[config.mk]
export PLATFORM = sky130hd
export DESIGN_NAME = beam_steer_scheduler
export DESIGN_NICKNAME = d
export VERILOG_FILES = /design/src/rtl/beam_steer_scheduler_pkg.sv /design/src/rtl/beam_delay_table.sv /design/src/rtl/beam_steer_scheduler.sv
export SDC_FILE = /design/constraint.sdc
export NUM_CORES = 1
export LEC_CHECK = 0
export ABC_AREA = 1
export CAP_MARGIN = 20
export CORE_ASPECT_RATIO = 1.2
export CORE_UTILIZATION = 55
export CTS_CLUSTER_SIZE = 20
export DETAILED_ROUTE_END_ITERATION = 6
export GPL_ROUTABILITY_DRIVEN = 1
export PLACE_DENSITY = 0.81
export SLEW_MARGIN = 0
export SYNTH_ARGS = -nofsm -noshare
export SYNTH_HDL_FRONTEND = slang
export SYNTH_SLANG_ARGS = --single-unit
[constraint.sdc]
create_clock -name clk_i -period 1.8 [get_ports clk_i]
set_clock_uncertainty 0.2 [all_clocks]
set_input_delay 0.18 -clock clk_i [delete_from_list [all_inputs] [get_ports clk_i]]
set_output_delay 0.18 -clock clk_i [all_outputs]
set_load 0.02 [all_outputs]
[src/rtl/beam_steer_scheduler_pkg.sv]
// Shared constants, FSM state type and width helper for the beam steering scheduler.
// Delay-index width is derived from the delay buffer depth rather than fixed.
package beam_steer_scheduler_pkg;

    localparam int unsigned BUFFER_SIZE = 8;
    localparam int unsigned INDEX_WIDTH = $clog2(BUFFER_SIZE);

    typedef enum logic [0:0] {
        StIdle,
        StSweep
    } sched_state_e;

    // Width of an index for n items, never narrower than one bit
    function automatic int unsigned clog2_min1(input int unsigned n);
        return (n > 1) ? $clog2(n) : 1;
    endfunction

endpackage

[src/rtl/beam_delay_table.sv]
// Double-buffered delay-index table: shadow written by commits, active copied in bulk on apply,
// active read out for the selected beam.
module beam_delay_table
    import beam_steer_scheduler_pkg::*;
#(
    parameter int unsigned NUM_CHANNELS = 2,
    parameter int unsigned NUM_BEAMS    = 4,
    localparam int unsigned ChW         = clog2_min1(NUM_CHANNELS),
    localparam int unsigned BeamW       = clog2_min1(NUM_BEAMS)
) (
    input  logic                                clk_i,
    input  logic                                reset_i,
    input  logic                                commit_i,
    input  logic [BeamW-1:0]                    commit_beam_i,
    input  logic [ChW-1:0]                      commit_sel_i,
    input  logic [INDEX_WIDTH-1:0]              commit_data_i,
    input  logic                                apply_i,
    input  logic [BeamW-1:0]                    rd_beam_i,
    output logic [NUM_CHANNELS*INDEX_WIDTH-1:0] rd_data_o
);

    logic [INDEX_WIDTH-1:0] shadow_q [NUM_BEAMS][NUM_CHANNELS];
    logic [INDEX_WIDTH-1:0] active_q [NUM_BEAMS][NUM_CHANNELS];

    // Apply copies the shadow as it stood before any same-cycle commit
    always_ff @(posedge clk_i) begin
        if (reset_i) begin
            for (int b = 0; b < int'(NUM_BEAMS); b++) begin
                for (int c = 0; c < int'(NUM_CHANNELS); c++) begin
                    shadow_q[b][c] <= '0;
                    active_q[b][c] <= '0;
                end
            end
        end else begin
            if (apply_i) begin
                active_q <= shadow_q;
            end
            if (commit_i) begin
                shadow_q[commit_beam_i][commit_sel_i] <= commit_data_i;
            end
        end
    end

    always_comb begin
        rd_data_o = '0;
        for (int c = 0; c < int'(NUM_CHANNELS); c++) begin
            rd_data_o[c*INDEX_WIDTH +: INDEX_WIDTH] = active_q[rd_beam_i][c];
        end
    end

endmodule

[src/rtl/beam_steer_scheduler.sv]
// Frame-synchronous beam scheduler: serial config into a shadow table, frame-edge apply,
// manual/sweep beam selection and registered per-channel delay indices.
module beam_steer_scheduler
    import beam_steer_scheduler_pkg::*;
#(
    parameter int unsigned NUM_CHANNELS = 2,
    parameter int unsigned NUM_BEAMS    = 4,
    parameter int unsigned DWELL_FRAMES = 8,
    localparam int unsigned ChW         = clog2_min1(NUM_CHANNELS),
    localparam int unsigned SelW        = ChW + 1,
    localparam int unsigned BeamW       = clog2_min1(NUM_BEAMS),
    localparam int unsigned DwellW      = clog2_min1(DWELL_FRAMES)
) (
    input  logic                                clk_i,
    input  logic                                reset_i,
    input  logic                                ws_i,
    input  logic                                cfg_data_i,
    input  logic                                cfg_we_i,
    // One spare bit so an out-of-range channel select can be expressed and flagged
    input  logic [SelW-1:0]                     cfg_sel_i,
    input  logic [BeamW-1:0]                    cfg_beam_i,
    input  logic                                cfg_commit_i,
    input  logic                                sweep_en_i,
    input  logic [BeamW-1:0]                    manual_beam_i,
    output logic [NUM_CHANNELS*INDEX_WIDTH-1:0] delay_index_o,
    output logic [BeamW-1:0]                    beam_id_o,
    output logic                                frame_tick_o,
    output logic                                cfg_pending_o,
    output logic                                cfg_err_o
);

    sched_state_e                        state_q, state_d;
    logic                                ws_q;
    logic                                frame_tick_q, frame_tick_d;
    logic [INDEX_WIDTH-1:0]              sh_q, sh_d;
    logic [BeamW-1:0]                    beam_id_q, beam_id_d;
    logic [DwellW-1:0]                   dwell_q, dwell_d;
    logic                                pending_q, pending_d;
    logic                                err_q, err_d;
    logic [NUM_CHANNELS*INDEX_WIDTH-1:0] delay_index_q;
    logic [NUM_CHANNELS*INDEX_WIDTH-1:0] table_rd;
    logic                                sel_ok, commit_ok, apply;

    assign sel_ok    = cfg_sel_i < SelW'(NUM_CHANNELS);
    assign commit_ok = cfg_commit_i & sel_ok;
    assign apply     = frame_tick_q & pending_q;

    always_comb begin
        frame_tick_d = ws_q & ~ws_i;
        sh_d         = cfg_we_i ? {sh_q[INDEX_WIDTH-2:0], cfg_data_i} : sh_q;
        err_d        = err_q | (cfg_commit_i & ~sel_ok);
        pending_d    = pending_q;
        if (apply) begin
            pending_d = 1'b0;
        end
        if (commit_ok) begin
            pending_d = 1'b1;
        end
    end

    always_comb begin
        state_d   = state_q;
        beam_id_d = beam_id_q;
        dwell_d   = dwell_q;
        if (frame_tick_q) begin
            unique case (state_q)
                StIdle: begin
                    if (sweep_en_i) begin
                        state_d = StSweep;
                        dwell_d = '0;
                    end else begin
                        beam_id_d = manual_beam_i;
                    end
                end
                StSweep: begin
                    if (!sweep_en_i) begin
                        state_d   = StIdle;
                        beam_id_d = manual_beam_i;
                    end else if (dwell_q == DwellW'(DWELL_FRAMES - 1)) begin
                        dwell_d   = '0;
                        beam_id_d = beam_id_q + BeamW'(1);
                    end else begin
                        dwell_d = dwell_q + DwellW'(1);
                    end
                end
                default: state_d = StIdle;
            endcase
        end
    end

    always_ff @(posedge clk_i) begin
        if (reset_i) begin
            state_q       <= StIdle;
            ws_q          <= 1'b0;
            frame_tick_q  <= 1'b0;
            sh_q          <= '0;
            beam_id_q     <= '0;
            dwell_q       <= '0;
            pending_q     <= 1'b0;
            err_q         <= 1'b0;
            delay_index_q <= '0;
        end else begin
            state_q       <= state_d;
            ws_q          <= ws_i;
            frame_tick_q  <= frame_tick_d;
            sh_q          <= sh_d;
            beam_id_q     <= beam_id_d;
            dwell_q       <= dwell_d;
            pending_q     <= pending_d;
            err_q         <= err_d;
            // Table and beam only move on a tick, so this follows one clk behind them
            delay_index_q <= table_rd;
        end
    end

    beam_delay_table #(
        .NUM_CHANNELS (NUM_CHANNELS),
        .NUM_BEAMS    (NUM_BEAMS)
    ) u_table (
        .clk_i         (clk_i),
        .reset_i       (reset_i),
        .commit_i      (commit_ok),
        .commit_beam_i (cfg_beam_i),
        .commit_sel_i  (cfg_sel_i[ChW-1:0]),
        .commit_data_i (sh_q),
        .apply_i       (apply),
        .rd_beam_i     (beam_id_q),
        .rd_data_o     (table_rd)
    );

    assign delay_index_o = delay_index_q;
    assign beam_id_o     = beam_id_q;
    assign frame_tick_o  = frame_tick_q;
    assign cfg_pending_o = pending_q;
    assign cfg_err_o     = err_q;

endmodule

==> impl_metrics.yaml <==
pwr:
  ir_drop_uv: 675
  p_switching_uw: 676
  seqPwrFrac_pct: 53.8
  leakagePower_nw: 1.24
  power_frac_comb_pct: 6.7
  total_power_mw: 2.84
  swShare_pct: 23.8
  power.density_nw_per_um2: 914
  p_clk_share_pct: 39.5
  p_int_mw: 2.16
die:
  ioPinCount: 24
  core_area_um2: 4560
  placementRows: 27
  initial_core_util_pct: 57.0
  die_h_um: 77.3
  fp.dieW_um: 64.7
  dieArea_um2: 5000
setup_path:
  start_kind: "flip-flop"
  path_max_fanout: 3
  cpPeakStageDelay_ns: 0.62
  worstPathArrival_ns: 1.31
  crit_buf_inv: 1
  required_ns: 1.42
  startpoint: "cfg_pending_o"
  crit_family: "buffers and inverters"
  rr_startpoint: "frame_tick_o"
  cp_slowest_cell: "clkdlybuf4s50_1"
  cp-end-kind: "output pin"
  setup.worst_path.class: "reg2out"
  worstPathCellList: "clkdlybuf4s50_1"
route:
  drt-initial-drc-count: 87
  viasPerCell: 4.89
  drc: 2
  routed_wl_um: 5000
  via_count: 2238
  ant_nets: 0
  wl_per_cell_um: 10.9
  drt-pass1-iter-count: 7
timing:
  min_period_ns: 1.69
  tns_ns: 0
  hold_ws_ns: 0.189
  layout_setup_ws_ns: 0.106
  period_share_pct: 94.1
  rsz0062_at_grt: "false"
  worst_pin_slew_ns: 0.426
  hold_viol_final: 0
  fmax_ghz: 0.590
  slew_headroom_pct: 71.6
  drv_slew: 0
  finalSetupViolCount: 0
cts:
  clkLatencyLatePin_ns: 0.34
  cts_max_level: 3
  clk_pin_slew_ns: 0.07
  cts_sinks: 67
  clockBufferDepth: 2
  cts_root_buf: "clkbuf_8"
  cts_made_buffers: 9
  cts_tree: "done"
placement:
  hpwl_um: 3520
  dp_slack_ns: 0.0899
  io_buffers: 23
  gp_congestion: 0.768
cells_and_area:
  mostFrequentLayoutCell: "nor2_1"
  fin_util_pct: 68.0
  layout-drive-gt1-share_pct: 7.00
  seqCellArea_um2: 1340
  layout.nets: 410
  area_growth_pct: 19.5
  nFillCells: 387
  layout_common_cells: "nor2_1 (111), nand2_1 (79), dfxtp_1 (67), o21ai_0 (33), a21oi_1 (23)"
  multi_input_area_um2: 1100
  n_antenna_cell: 0
global_route:
  grt_max_degree: 52
  grt_pass1_vias: 2043
  grt-ovfl-total: 0
  track_usage_pct: 22.4
  grt_pass1_wl_um: 8560
  grt_antenna_before_repair: 0
synth:
  syn_avg_cell_area_um2: 7.12
  yosys_warnings: 0
  synthDistinctLibCells: 17
  syn-num-nets: 380
  ys_ff_latch: 67
  ys_seq_area_share_pct: 51.6
  syn_area_um2: 2600
  synthCells: 365
flow_run:
  max-cap-violations: 0
run_status:
  status: "finished, violations left"
  violations: "DRC"
min_path:
  hp-start: "ws_i"
  hp-class: "in2reg"
-- Yosys cell counts (all sizes together) --
library cell / n / area [um^2]
clkinv: 3 / 12.5
ha: 2 / 25.0
nor2: 111 / 417
buf: 9 / 48.8
o211ai: 6 / 45.0
nand2: 80 / 303
nand3: 7 / 35.0
a21oi: 23 / 115
o21ai: 33 / 165
dfxtp: 67 / 1340
inv: 19 / 71.3
clkbuf: 5 / 18.8
-- sequential cells by signal (all words and copies together), names as in the netlist --
name,flops
beam_id_o,2
cfg_err_o,1
cfg_pending_o,1
delay_index_o,6
dwell_q,3
frame_tick_o,1
sh_q,3
state_q,1
u_table.active_q,24
u_table.shadow_q,24
ws_q,1
-- power groups by stage --
stage	registers, mW	clock network, mW	logic [mW]
2_1_floorplan	1.57	0	0.111
3_3_place_gp	1.56	0	0.185
3_5_place_dp	1.56	0	0.189
4_1_cts	1.53	1.13	0.190
5_1_grt	1.53	1.20	0.215
6_report	1.53	1.12	0.189
-- worst reg2reg max path, stage by stage, from the launching register on --
cell     delay [ns]
dfxtp_1        0.42
nand2_2        0.22
buf_12         0.22
o21ai_0        0.21
nor2_1         0.06
-- metrics by stage --
stage / instance area [um^2] / cells
after global routing: 3100 / 458
after CTS: 3100 / 458
after detailed placement: 2920 / 442
after global placement: 2920 / 442
final: 3100 / 458
after floorplan: 2600 / 365
-- per-layer routing --
layer | track usage (%) | wire, um
met5 | 0 | 0
met4 | 12.4 | 99
met3 | 5.36 | 160
met2 | 38.3 | 2440
met1 | 24.8 | 2300
-- repair_timing --
item / 4_1_cts / 5_1_grt
gates resized for setup: 0 / 1
hold endpoints to repair: 0 / 0
buffers inserted: 0 / 0
hold buffers: 0 / 0
endpoints found under the setup margin: 0 / 1
-- cell type report --
cell class / count / area share (%)
sequential: 67 / 43.2
multi-input combinational: 262 / 35.6
timing repair buffer: 33 / 10.3
clock buffer: 12 / 5.00
inverter: 22 / 2.70
tap: 58 / 2.34
clock inverter: 4 / 0.806
-- final timing paths --
check             slack, ns  cells after the start                    to
hold / removal         0.19                      3                  ws_q
setup reg to reg       0.36                      4  u_table.active_q[18]
setup / recovery       0.11                      1         cfg_pending_o
hold reg to reg        0.23                      2          frame_tick_o
-- cell families (layout without fill, tap and decap cells) --
group,Yosys count,count (layout),synth area share (%)
AO/OA/AOI/OAI,62,62,12.5
adder cells (fa/ha/maj),2,2,0.963
buffers and inverters,36,71,5.83
flip-flops,67,67,51.6
AND/OR/NAND/NOR,198,198,29.0
Power figures use the tool's default switching activity.
